[config.mk]
export PLATFORM = sky130hd
export DESIGN_NAME = regfile_bist
export DESIGN_NICKNAME = d
export VERILOG_FILES = /design/src/rtl/regfile_bist.sv
export SDC_FILE = /design/constraint.sdc
export NUM_CORES = 1
export LEC_CHECK = 0
export ABC_CLOCK_PERIOD_IN_PS = 5000
export BUFFER_PORTS_ARGS = -buffer_cell sky130_fd_sc_hd__buf_4
export CAP_MARGIN = 30
export CORE_MARGIN = 4
export CORE_UTILIZATION = 47
export DETAILED_ROUTE_END_ITERATION = 6
export PLACE_DENSITY = 0.81
export SETUP_SLACK_MARGIN = 0.4
export SYNTH_ARGS = -nofsm -noshare
export SYNTH_HDL_FRONTEND = slang
export SYNTH_SLANG_ARGS = --single-unit
[constraint.sdc]
create_clock -name clk -period 5 [get_ports clk]
set_input_delay 0.25 -clock clk [delete_from_list [all_inputs] [get_ports clk]]
set_output_delay 0.25 -clock clk [all_outputs]
set_load 0.02 [all_outputs]
[src/rtl/regfile_bist.sv]
`default_nettype none
// +--------------------------------------------------------------------+
// | regfile_bist : RegFile self test using a two-phase complementary   |
// |                pattern; reports pass, mismatch count, first fail.  |
// | Revision     : 1.0                                                  |
// +--------------------------------------------------------------------+
module regfile_bist #(
    parameter int          NREG     = 32,
    parameter int          READ_LAT = 1,
    parameter logic [31:0] SEED     = 32'hA5A5_0000,
    parameter bit          X0_ZERO  = 1'b1
) (
    input  logic        clk,
    input  logic        reset,
    input  logic        start,
    output logic        en,
    output logic        readEn,
    output logic        writeEn,
    output logic [4:0]  rd,
    output logic [31:0] dataIn,
    output logic [4:0]  rs1,
    output logic [4:0]  rs2,
    input  logic [31:0] readOut1,
    input  logic [31:0] readOut2,
    output logic        busy,
    output logic        done,
    output logic        pass,
    output logic [7:0]  fail_count,
    output logic [4:0]  fail_addr,
    output logic        fail_phase
);

    typedef enum logic [2:0] {
        S_IDLE  = 3'd0,
        S_WRITE = 3'd1,
        S_READ  = 3'd2,
        S_DRAIN = 3'd3,
        S_DONE  = 3'd4
    } state_t;

    localparam logic [4:0] C_LAST  = 5'(NREG - 1);
    localparam logic [4:0] C_DLAST = 5'(READ_LAT - 1);

    state_t     r_state, w_state_nxt;
    logic [4:0] r_cnt, w_cnt_nxt;
    logic       r_phase, w_phase_nxt;
    logic       w_restart;

    function automatic logic [31:0] pat(input logic [4:0] a, input logic p);
        logic [31:0] s;
        s = SEED + {27'd0, a};
        return p ? ~s : s;
    endfunction

    function automatic logic [31:0] exp_val(input logic [4:0] a, input logic p);
        if (X0_ZERO && (a == 5'd0))
            return 32'd0;
        return pat(a, p);
    endfunction

    always_ff @(posedge clk or posedge reset) begin
        if (reset) begin
            r_state <= S_IDLE;
            r_cnt   <= 5'd0;
            r_phase <= 1'b0;
        end else begin
            r_state <= w_state_nxt;
            r_cnt   <= w_cnt_nxt;
            r_phase <= w_phase_nxt;
        end
    end

    always_comb begin
        w_state_nxt = r_state;
        w_cnt_nxt   = r_cnt;
        w_phase_nxt = r_phase;
        w_restart   = 1'b0;
        en          = 1'b0;
        busy        = 1'b0;
        readEn      = 1'b0;
        writeEn     = 1'b0;
        rd          = 5'd0;
        dataIn      = 32'd0;
        rs1         = 5'd0;
        rs2         = 5'd0;
        case (r_state)
            S_IDLE, S_DONE: begin
                if (start) begin
                    w_restart   = 1'b1;
                    w_state_nxt = S_WRITE;
                    w_cnt_nxt   = 5'd0;
                    w_phase_nxt = 1'b0;
                end
            end
            S_WRITE: begin
                busy    = 1'b1;
                en      = 1'b1;
                writeEn = 1'b1;
                rd      = r_cnt;
                dataIn  = pat(r_cnt, r_phase);
                if (r_cnt == C_LAST) begin
                    w_state_nxt = S_READ;
                    w_cnt_nxt   = 5'd0;
                end else begin
                    w_cnt_nxt = r_cnt + 5'd1;
                end
            end
            S_READ: begin
                busy   = 1'b1;
                en     = 1'b1;
                readEn = 1'b1;
                rs1    = r_cnt;
                rs2    = C_LAST - r_cnt;
                if (r_cnt == C_LAST) begin
                    w_state_nxt = S_DRAIN;
                    w_cnt_nxt   = 5'd0;
                end else begin
                    w_cnt_nxt = r_cnt + 5'd1;
                end
            end
            S_DRAIN: begin
                busy = 1'b1;
                en   = 1'b1;
                if (r_cnt == C_DLAST) begin
                    w_cnt_nxt = 5'd0;
                    if (!r_phase) begin
                        w_phase_nxt = 1'b1;
                        w_state_nxt = S_WRITE;
                    end else begin
                        w_state_nxt = S_DONE;
                    end
                end else begin
                    w_cnt_nxt = r_cnt + 5'd1;
                end
            end
            default: w_state_nxt = S_IDLE;
        endcase
    end

    // Read tags travel alongside the RegFile read latency so each compare
    // knows which address/phase the returning data belongs to.
    logic       r_tv  [READ_LAT];
    logic [4:0] r_ta1 [READ_LAT];
    logic [4:0] r_ta2 [READ_LAT];
    logic       r_tp  [READ_LAT];

    always_ff @(posedge clk or posedge reset) begin
        if (reset) begin
            for (int i = 0; i < READ_LAT; i++) begin
                r_tv[i]  <= 1'b0;
                r_ta1[i] <= 5'd0;
                r_ta2[i] <= 5'd0;
                r_tp[i]  <= 1'b0;
            end
        end else begin
            r_tv[0]  <= readEn;
            r_ta1[0] <= rs1;
            r_ta2[0] <= rs2;
            r_tp[0]  <= r_phase;
            for (int i = 1; i < READ_LAT; i++) begin
                r_tv[i]  <= r_tv[i-1];
                r_ta1[i] <= r_ta1[i-1];
                r_ta2[i] <= r_ta2[i-1];
                r_tp[i]  <= r_tp[i-1];
            end
        end
    end

    logic       w_bad1, w_bad2;
    logic [8:0] w_sum;
    logic       r_first;

    assign w_bad1 = r_tv[READ_LAT-1] &&
                    (readOut1 != exp_val(r_ta1[READ_LAT-1], r_tp[READ_LAT-1]));
    assign w_bad2 = r_tv[READ_LAT-1] &&
                    (readOut2 != exp_val(r_ta2[READ_LAT-1], r_tp[READ_LAT-1]));
    assign w_sum  = {1'b0, fail_count} + {8'd0, w_bad1} + {8'd0, w_bad2};

    // done/pass lag the DONE state by one clock so pass sees the final count.
    always_ff @(posedge clk or posedge reset) begin
        if (reset) begin
            fail_count <= 8'd0;
            fail_addr  <= 5'd0;
            fail_phase <= 1'b0;
            r_first    <= 1'b0;
            done       <= 1'b0;
            pass       <= 1'b0;
        end else if (w_restart) begin
            fail_count <= 8'd0;
            fail_addr  <= 5'd0;
            fail_phase <= 1'b0;
            r_first    <= 1'b0;
            done       <= 1'b0;
            pass       <= 1'b0;
        end else begin
            if (w_bad1 || w_bad2) begin
                fail_count <= w_sum[8] ? 8'hFF : w_sum[7:0];
                if (!r_first) begin
                    r_first    <= 1'b1;
                    fail_addr  <= w_bad1 ? r_ta1[READ_LAT-1] : r_ta2[READ_LAT-1];
                    fail_phase <= r_tp[READ_LAT-1];
                end
            end
            done <= (r_state == S_DONE);
            pass <= (r_state == S_DONE) && (fail_count == 8'd0);
        end
    end

endmodule
`default_nettype wire
==> results of run 1 <==
[worst min-delay path by stage]
stage | startpoint | endpoint | slack (ns) | cells past startpoint
after floorplan | start | done$_DFF_PP0_ | 0.34 | 1
after global placement | reset | r_state[2]$_DFFE_PP0P_ | 0.40 | 3
after detailed placement | reset | r_state[2]$_DFFE_PP0P_ | 0.39 | 3
after CTS | reset | r_state[2]$_DFFE_PP0P_ | 0.07 | 3
after global routing | reset | r_state[2]$_DFFE_PP0P_ | 0.11 | 3
final | reset | fail_count[6]$_DFFE_PP0P_ | 0.06 | 3
[layout by cell type (no fill, tap or decap), types with 5 or more instances in the layout]
master      n
dfrtp_1    38
nor3_1     14
nor2_1     35
nand2_1    17
inv_1      12
nor4_1     18
mux2i_1     8
and3_1      8
xnor2_1     7
xor2_1      9
buf_4     134
o21ai_0    11
a21oi_1     8
nand4_1    14
o211a_1     6
and2_1      5
clkbuf_8    6
nand3_1    15
[registers in the layout, summed over array words and instances, names as in the netlist]
signal and flops:
done 1, fail_addr 5, fail_count 8, fail_phase 1, pass 1, r_cnt 5
r_first 1, r_phase 1, r_state 3, r_ta1 5, r_ta2 5, r_tp 1
r_tv 1
[kinds of logic after synthesis]
kind of cell               share of synthesized area [%]
buffers and inverters                               10.7
DFF                                                 34.0
muxes                                               2.86
xor gates and xnor gates                            5.01
and+or+nand+nor                                     28.8
AOI/OAI and AO/OA                                   16.1
adders and majority gates                           2.50
[synthesized netlist by cell type, drive strengths merged (5+ instances only)]
master   n  area (um^2)
nor4    18          113
mux2i    8         80.1
xnor2    7         61.3
nor3    14         70.1
clkbuf  10         37.5
nand3   15         75.1
nand4   14         87.6
nor2    35          131
o21ai   14         81.3
xor2     9         78.8
a21oi    8         40.0
inv     12         45.0
nand2   17         63.8
and2     5         31.3
or4      6         52.6
o211a    6         60.1
buf     29          216
and3     8         50.1
dfrtp   38          951
[power groups by stage]
stage | combinational [mW] | sequential (mW) | clock (mW)
6_report | 0.0674 | 0.307 | 0.322
5_1_grt | 0.0757 | 0.307 | 0.338
3_5_place_dp | 0.0677 | 0.313 | 0
3_3_place_gp | 0.0662 | 0.313 | 0
4_1_cts | 0.0678 | 0.307 | 0.325
2_1_floorplan | 0.0164 | 0.313 | 0
[stage by stage]
| stage | area [um^2] | std cells |
|---|---|---|
| 6_report | 3790 | 501 |
| 3_3_place_gp | 3640 | 492 |
| 2_1_floorplan | 2800 | 325 |
| 4_1_cts | 3780 | 500 |
| 5_1_grt | 3790 | 501 |
| 3_5_place_dp | 3640 | 492 |
[critical path, delay by kind of cell, from the launching register on]
kind	cells	cell delay (ns)
simple gates	6	1.90
compound gates	3	0.70
fa+ha+maj	2	0.65
flops	1	0.45
[final cells by class]
class                      count  area (um^2)  share of cell area (%)
clock buffer                   6         82.6                    2.18
multi-input combinational    236         1550                    40.8
timing repair buffer         135         1020                    26.8
inverter                      12         45.0                    1.19
tap                           72         90.1                    2.37
sequential                    38          951                    25.1
clock inverter                 2         60.1                    1.58
[routing by layer]
layer  vias to the layer above  routed length (um)  global-route usage (%)
met4                         0                  91                    6.04
li1                       1382                   -                       -
met2                       110                3960                    38.9
met3                        11                 576                    5.63
met5                         -                   0                       0
met1                      1343                3170                    24.8
==> results.cfg, run 1 <==
[sta]
drv_slew = 0
hold_viol = 0
fmax_mhz = 263
fin_tns_setup_ns = 0
fin_crit_ns = 3.80
rsz0062_at_grt = no
tightestPinTransition_ns = 0.836
setup_viol = 0
max_slew_margin_pct = 43.5
period_share_pct = 76.1
whs_ns = 0.0575
timing.final.ws_setup_ns = 1.20
finClkSkew_ns = 0.00572

[worst_setup_path]
reg2reg_from = r_ta2[0]$_DFF_PP0_
rrSetupSlack_ns = 1.20
cp_data_required_time_ns = 5.18
critical_path.startpoint = r_ta2[0]$_DFF_PP0_
cp-start-kind = flop
reg2regPathDepth = 11
path_class = flop to flop
critical_path_arrival_ns = 3.99
timing.rr.end = fail_count[7]$_DFFE_PP0P_
crit_path_end_kind = flop
critical_path.endpoint = fail_count[7]$_DFFE_PP0P_
crit_slowest_cell = or4_4
worstPathCellList = or4_4, o21a_1, o41ai_2, nand4_1, and2_1, fa_1, ha_1, and3_1, nand2_1, or4b_1, o211a_1
critPathMaxStageDelay_ns = 0.60
cp_max_fo = 6

[power]
p_leak_nw = 1.83
p_sw_share_pct = 19.6
switchingPower_uw = 136
power_uw = 697
pwr-share-clk_pct = 46.2
ir_drop_v = 0.000198
powerDensity_mw_per_mm2 = 184
combPwrFrac_pct = 9.7
p_int_uw = 560
pwr-share-seq_pct = 44.1

[yosys]
ys_types = 59
ys_seq_area_share_pct = 34.0
netlist_area_mm2 = 0.00280
synth_flop_cell = dfrtp_1
synth_nets = 397
avgSynthCellArea_um2 = 8.61
yosysWarnings = 0
synth_edf_count = 0
syn_inst = 325
synth-seq-cells = 38
async_flop_share_pct = 100

[floorplanning]
core_mm2 = 0.00564
die-area_mm2 = 0.00725
rows = 27
io_pins = 134
initial_core_util_pct = 49.6
die_h_um = 85.2
die_w_um = 85.2

[global_routing]
antenna_found_initial = 0
grt.overflow.total = 0
grt_pass1_vias = 2890
grt_use_total_pct = 21.5
grt_pass1_wl_um = 12900
grt_start_max_net_pins = 39

[placement]
pre_cts_ws_ns = 1.22
routabilityCongestion = 0.883
numPortBuffers = 133
hpwl_um = 6080

[job]
maxCapViolations = 0

[drt]
drt-total-wl_um = 7790
first_pass_iters = 4
drt_iter0_drc = 110
remaining_drc_errors = 0
drt-vias-per-instance = 5.68
num_vias = 2846
wl_per_cell_um = 15.6
drtAntennaViolNets = 0

[clock_network]
cts-root-buf = clkbuf_8
cts_resized = 0
clk_path_buf_depth = 2
h-tree-depth = 2
clkLatencyLatePin_ns = 0.29
cts_buffers = 5
cts_setup_buffers = 0
cts_tree = done
holdBufCountCts = 0
clkTransAtPathRegs_ns = 0.07
clock-sinks = 38

[layout]
finalNetCount = 500
drive_above_1_share_pct = 35.7
n_antenna_cell = 0
fillers = 493
postLayoutCoreUtil_pct = 67.2
area_growth_pct = 35.6

[outcome]
status = completed

[hold_path]
worstHoldPathType = input port to async pin
(Power assumes the default switching activity.)
==> run 2, diff against run 1 <==
--- a/config.mk
+++ b/config.mk
@@ -5,13 +5,13 @@
 export SDC_FILE = /design/constraint.sdc
 export NUM_CORES = 1
 export LEC_CHECK = 0
-export ABC_CLOCK_PERIOD_IN_PS = 5000
+export ABC_CLOCK_PERIOD_IN_PS = 3300
 export BUFFER_PORTS_ARGS = -buffer_cell sky130_fd_sc_hd__buf_4
 export CAP_MARGIN = 30
 export CORE_MARGIN = 4
-export CORE_UTILIZATION = 47
+export CORE_UTILIZATION = 42
 export DETAILED_ROUTE_END_ITERATION = 6
-export PLACE_DENSITY = 0.81
+export PLACE_DENSITY = 0.77
 export SETUP_SLACK_MARGIN = 0.4
 export SYNTH_ARGS = -nofsm -noshare
 export SYNTH_HDL_FRONTEND = slang
==> constraint.sdc (replaced) <==
create_clock -name clk -period 3.3 [get_ports clk]
set_input_delay 0.165 -clock clk [delete_from_list [all_inputs] [get_ports clk]]
set_output_delay 0.165 -clock clk [all_outputs]
set_load 0.02 [all_outputs]
==> run 2 against run 1 <==
Count of clock-buffer cells in the layout increased by 1. Final area is 8.0% higher. Die area up 11%. The run now ends with setup timing left. Sequential share of layout area is 1.9 points lower. Register-to-register slack lost 1.3 ns. Setup slack lost 1.3 ns. Critical path depth did not move. Hold slack gained 0.044 ns. Non-clock buffer count up 28. Combinational power increased by 63%. Largest power group is now sequential cells. Utilization fell by 3.5 points. Clock power is essentially flat. Largest cell class unchanged.
==> results.cfg, run 2 (synthesis gave the netlist of run 1 again) <==
[power]
switchingPower_uw = 196
ir_drop_v = 0.000231
p_int_uw = 700
p_leak_nw = 2.00
p_sw_share_pct = 21.9
pwr-share-clk_pct = 35.7
pwr-share-seq_pct = 52.0
powerDensity_mw_per_mm2 = 219
combPwrFrac_pct = 12.3

[drt]
drtAntennaViolNets = 0
drt-vias-per-instance = 5.56
drt-total-wl_um = 8380
num_vias = 2968
remaining_drc_errors = 0
drt_iter0_drc = 101
wl_per_cell_um = 15.7
first_pass_iters = 4

[worst_setup_path]
cp_data_required_time_ns = 3.48
critical_path_arrival_ns = 3.54
crit_path_end_kind = flop
cp-start-kind = flop
cp_max_fo = 6
path_class = flop to flop

[layout]
finalNetCount = 528
postLayoutCoreUtil_pct = 63.8
final_common_cell = buf_4
area_growth_pct = 46.4
n_antenna_cell = 0
multi_input_area_mm2 = 0.00166
top_register = fail_count
layout_common_cells = buf_4, dfrtp_1, nor2_1
fillers = 550
drive_above_1_share_pct = 42.9
postLayoutCellArea_mm2 = 0.00410
ff_latch_area_um2 = 951
largest_reg_flops = 8

[clock_network]
cts_tree = done
clock-sinks = 38
clkTransAtPathRegs_ns = 0.07
clkLatencyLatePin_ns = 0.28
cts_buffers = 5
cts-root-buf = clkbuf_8
clk_path_buf_depth = 2
h-tree-depth = 2

[sta]
finClkSkew_ns = 0.00778
tightestPinTransition_ns = 0.893
period_share_pct = 102
fmax_mhz = 298
setup_viol = 2
drv_slew = 0
hold_viol = 0
timing.final.ws_setup_ns = -0.0580
fin_crit_ns = 3.36
rsz0062_at_grt = yes
max_slew_margin_pct = 39.6

[global_routing]
grt.overflow.total = 0
grt_use_total_pct = 20.2
grt_pass1_vias = 2848
grt_start_max_net_pins = 20
grt_pass1_wl_um = 12900
antenna_found_initial = 0

[floorplanning]
die_w_um = 89.6
initial_core_util_pct = 43.6
io_pins = 134
die_h_um = 89.6
core_mm2 = 0.00642
rows = 29
die-area_mm2 = 0.00803

[job]
maxCapViolations = 0

[placement]
dpl_cell_area_mm2 = 0.00384
pre_cts_ws_ns = -0.189
routabilityCongestion = 0.858
hpwl_um = 6610
numPortBuffers = 133

[outcome]
status = finished, violations left
violations = setup timing

[hold_path]
worstHoldPathType = input port to flop
run 2: cell types whose count changed in the layout (fill, tap and decap cells not counted), moves of 2 or more:
| cell | change |
|---|---|
| nor2_2 | +2 |
| buf_4 | +26 |
| o32ai_1 | -2 |
| nor2_1 | -3 |
| o32ai_2 | +2 |
| bufinv_16 | -2 |
| nor3_2 | +3 |
| nor3_1 | -3 |
run 2: area by class of cell:
type | instances | share of cell area [%]
multi-input cells | 236 | 40.6
repair buffers | 163 | 30.5
flip-flops and latches | 38 | 23.2
well taps | 77 | 2.35
clock buffers | 7 | 2.11
inverters | 12 | 1.10
clock inverters | 1 | 0.122
run 2: power groups by stage:
stage	Clock, mW	Combinational (mW)	Sequential [mW]
after global routing	0.354	0.120	0.465
final	0.320	0.110	0.465
after CTS	0.328	0.110	0.465
after detailed placement	0	0.108	0.474
after floorplan	0	0.0249	0.474
after global placement	0	0.0999	0.474
run 2: path summary, 6_finish.rpt:
path / from / endpoint / slack, ns / cells after the start
min reg2reg: r_state[2]$_DFFE_PP0P_ / r_state[1]$_DFFE_PP0P_ / 0.52 / 1
max: r_ta1[0]$_DFF_PP0_ / fail_count[7]$_DFFE_PP0P_ / -0.06 / 11
max in group asynchronous: reset / r_ta2[0]$_DFF_PP0_ / 2.20 / 5
max reg2reg: r_ta1[0]$_DFF_PP0_ / fail_count[7]$_DFFE_PP0P_ / -0.06 / 11
min in group asynchronous: reset / pass$_DFF_PP0_ / 0.43 / 3
min: start / done$_DFF_PP0_ / 0.10 / 2
run 2: metal layers:
metal	vias up	routed length, um	part of all wire (%)	track usage, %
li1	1436	-	-	-
met1	1404	3260	39	22.8
met2	114	4480	53	38.5
met3	14	522	6.2	3.38
met4	0	113	1.3	5.82
met5	-	0	0	0
run 2: metrics by stage:
step                      setup TNS [ns]  cells  total power, mW  hold WS (ns)
after global routing              -0.414    534            0.939        0.0858
after CTS                        -0.0378    526            0.903        0.0960
final                            -0.0584    534            0.895         0.101
after floorplan                   -0.152    325            0.499         0.255
after detailed placement          -0.592    516            0.582         0.180
after global placement            -0.265    515            0.574         0.392
run 2: what timing repair did:
item	in CTS	in global routing
setup buffers	1	8
gates resized for setup	8	8
cloned	0	0
pin swaps	8	11
setup endpoints to repair	8	13
hold buffers	1	0
hold endpoints to repair	7	0
run 2: critical path, cell delays in order (launching register included):
cell	delay [ns]
dfrtp_1	0.38
or4_4	0.60
or2_1	0.27
nor3b_1	0.21
a311o_1	0.23
a31oi_4	0.12
fa_2	0.44
ha_4	0.18
and3_4	0.18
nand2_2	0.07
or4b_1	0.44
o211a_1	0.14
==> run 3, diff against run 2 <==
--- a/config.mk
+++ b/config.mk
@@ -8,6 +8,7 @@
 export ABC_CLOCK_PERIOD_IN_PS = 3300
 export BUFFER_PORTS_ARGS = -buffer_cell sky130_fd_sc_hd__buf_4
 export CAP_MARGIN = 30
+export CORE_ASPECT_RATIO = 1.4
 export CORE_MARGIN = 4
 export CORE_UTILIZATION = 42
 export DETAILED_ROUTE_END_ITERATION = 6
==> run 3 against run 2 <==
Count of clock-buffer cells in the layout decreased by 2. The run now ends clean. Critical path type unchanged. Clock power increased by 22%. Largest power group unchanged. Total power is 8.1% higher. Final area is 0.31% higher.
==> results.cfg, run 3 (synthesis gave the netlist of run 1 again) <==
[layout]
layout_common_cells = buf_4, dfrtp_1, nor2_1
ff_latch_area_um2 = 951
drive_above_1_share_pct = 43.2
top_register = fail_count
finalNetCount = 527
largest_reg_flops = 8
multi_input_area_mm2 = 0.00168
layoutNonFillerInstCount = 528
fillers = 533
final_common_cell = buf_4
area_growth_pct = 46.9
n_antenna_cell = 0

[power]
ir_drop_v = 0.000213
p_leak_nw = 1.99
powerDensity_mw_per_mm2 = 235
power_uw = 968

[global_routing]
grt_start_max_net_pins = 25
top_usage_layer = met2
grt.met2_usage_pct = 39.9
grt.overflow.total = 0
gr-usage-met1_pct = 22.7
grt_use_total_pct = 21.2
grt_pass1_wl_um = 14200
grt_use_met3_pct = 4.73
grt_pass1_vias = 3031
antenna_found_initial = 0

[placement]
hpwl_um = 6590
dp_cells = 514
numPortBuffers = 133
routabilityCongestion = 0.876

[drt]
num_vias = 3021
first_pass_iters = 4
wl_per_cell_um = 16.6
drt-vias-per-instance = 5.72
drt_iter0_drc = 138
remaining_drc_errors = 0
drt-total-wl_um = 8770
drtAntennaViolNets = 0

[floorplanning]
die_w_um = 77.0
die-area_mm2 = 0.00805
core_mm2 = 0.00634
initial_core_util_pct = 44.1
io_pins = 134
rows = 34
die_h_um = 105

[worst_setup_path]
critical_path_arrival_ns = 3.48
cp_data_required_time_ns = 3.49
path_class = flop to flop
crit_path_end_kind = flop
cp_max_fo = 5
crit_slowest_cell = or4_4
critPathMaxStageDelay_ns = 0.59
worstPathCellList = or4_4, o21ai_4, nand4_1, a221oi_4, a31oi_4, fa_2, ha_4, and3_4, nand2_2, or4b_1, o211a_1
cp-start-kind = flop

[clock_network]
clock-sinks = 38
cts_tree = done
cts-root-buf = clkbuf_8
clk_path_buf_depth = 2
clkLatencyLatePin_ns = 0.29
cts_buffers = 5
clkTransAtPathRegs_ns = 0.08
h-tree-depth = 2

[sta]
period_share_pct = 99.8
fin_crit_ns = 3.29
finClkSkew_ns = 0.00839
max_slew_margin_pct = 40.7
drv_slew = 0
tightestPinTransition_ns = 0.877
fmax_mhz = 304
rsz0062_at_grt = yes
setup_viol = 0
hold_viol = 0

[job]
maxCapViolations = 0

[hold_path]
worstHoldPathType = input port to flop

[outcome]
status = completed
==> run 3: worst paths after layout <==
kind | startpoint | to | slack, ns | depth (start not counted)
max | r_ta1[0]$_DFF_PP0_ | fail_count[7]$_DFFE_PP0P_ | 0.008 | 11
min | start | done$_DFF_PP0_ | 0.10 | 2
max reg2reg | r_ta1[0]$_DFF_PP0_ | fail_count[7]$_DFFE_PP0P_ | 0.008 | 11
min reg2reg | r_state[2]$_DFFE_PP0P_ | r_state[1]$_DFFE_PP0P_ | 0.51 | 1
max in group asynchronous | reset | r_ta2[3]$_DFF_PP0_ | 2.27 | 5
min in group asynchronous | reset | fail_count[4]$_DFFE_PP0P_ | 0.38 | 3
==> run 3: critical path: cells and delay by family, from the launching register on <==
| family | cells | cell delay, ns |
|---|---|---|
| AOI/OAI and AO/OA | 4 | 0.81 |
| and+or+nand+nor | 5 | 1.41 |
| DFF | 1 | 0.38 |
| adders and majority gates | 2 | 0.60 |
==> run 3: per-stage QoR <==
| step | util [%] | setup WS [ns] | area, um^2 | hold WS (ns) | TNS [ns] |
|---|---|---|---|---|---|
| after CTS | 63.9 | 0.0125 | 4050 | 0.0909 | 0 |
| after global placement | 60.4 | 0.0185 | 3830 | 0.393 | 0 |
| after floorplan | - | -0.152 | 2840 | 0.255 | -0.152 |
| after detailed placement | 60.9 | -0.0349 | 3860 | 0.139 | -0.0449 |
| final | 64.8 | 0.00771 | 4110 | 0.101 | 0 |
| after global routing | 64.8 | -0.118 | 4110 | 0.101 | -0.356 |
==> run 3: cell type report <==
class,count,share of cell area [%]
Multi-Input combinational cell,237,41.0
Clock inverter,3,0.974
Clock buffer,5,1.67
Tap cell,72,2.19
Sequential cell,38,23.1
Inverter,12,1.10
Timing Repair Buffer,161,30.0
==> run 3: power breakdown <==
part	internal (mW)	leakage [nW]	total (mW)	switching, mW
sequential	0.465	0.452	0.465	0.000000292
combinational	0.0658	1.48	0.110	0.0442
clock	0.223	0.0579	0.392	0.170
==> run 3: layer usage <==
| metal | vias to the layer above | wire [um] |
|---|---|---|
| met5 | - | 0 |
| met4 | 0 | 170 |
| met3 | 16 | 646 |
| met2 | 124 | 4730 |
| met1 | 1440 | 3230 |
| li1 | 1441 | - |
==> run 3: what timing repair did <==
item	4_1_cts	5_1_grt
resized for setup	11	6
cloned	0	1
endpoints found under the setup margin	8	13
endpoints found under the hold margin	5	0
pin swaps	10	7
hold buffers	1	0
buffers inserted	1	3
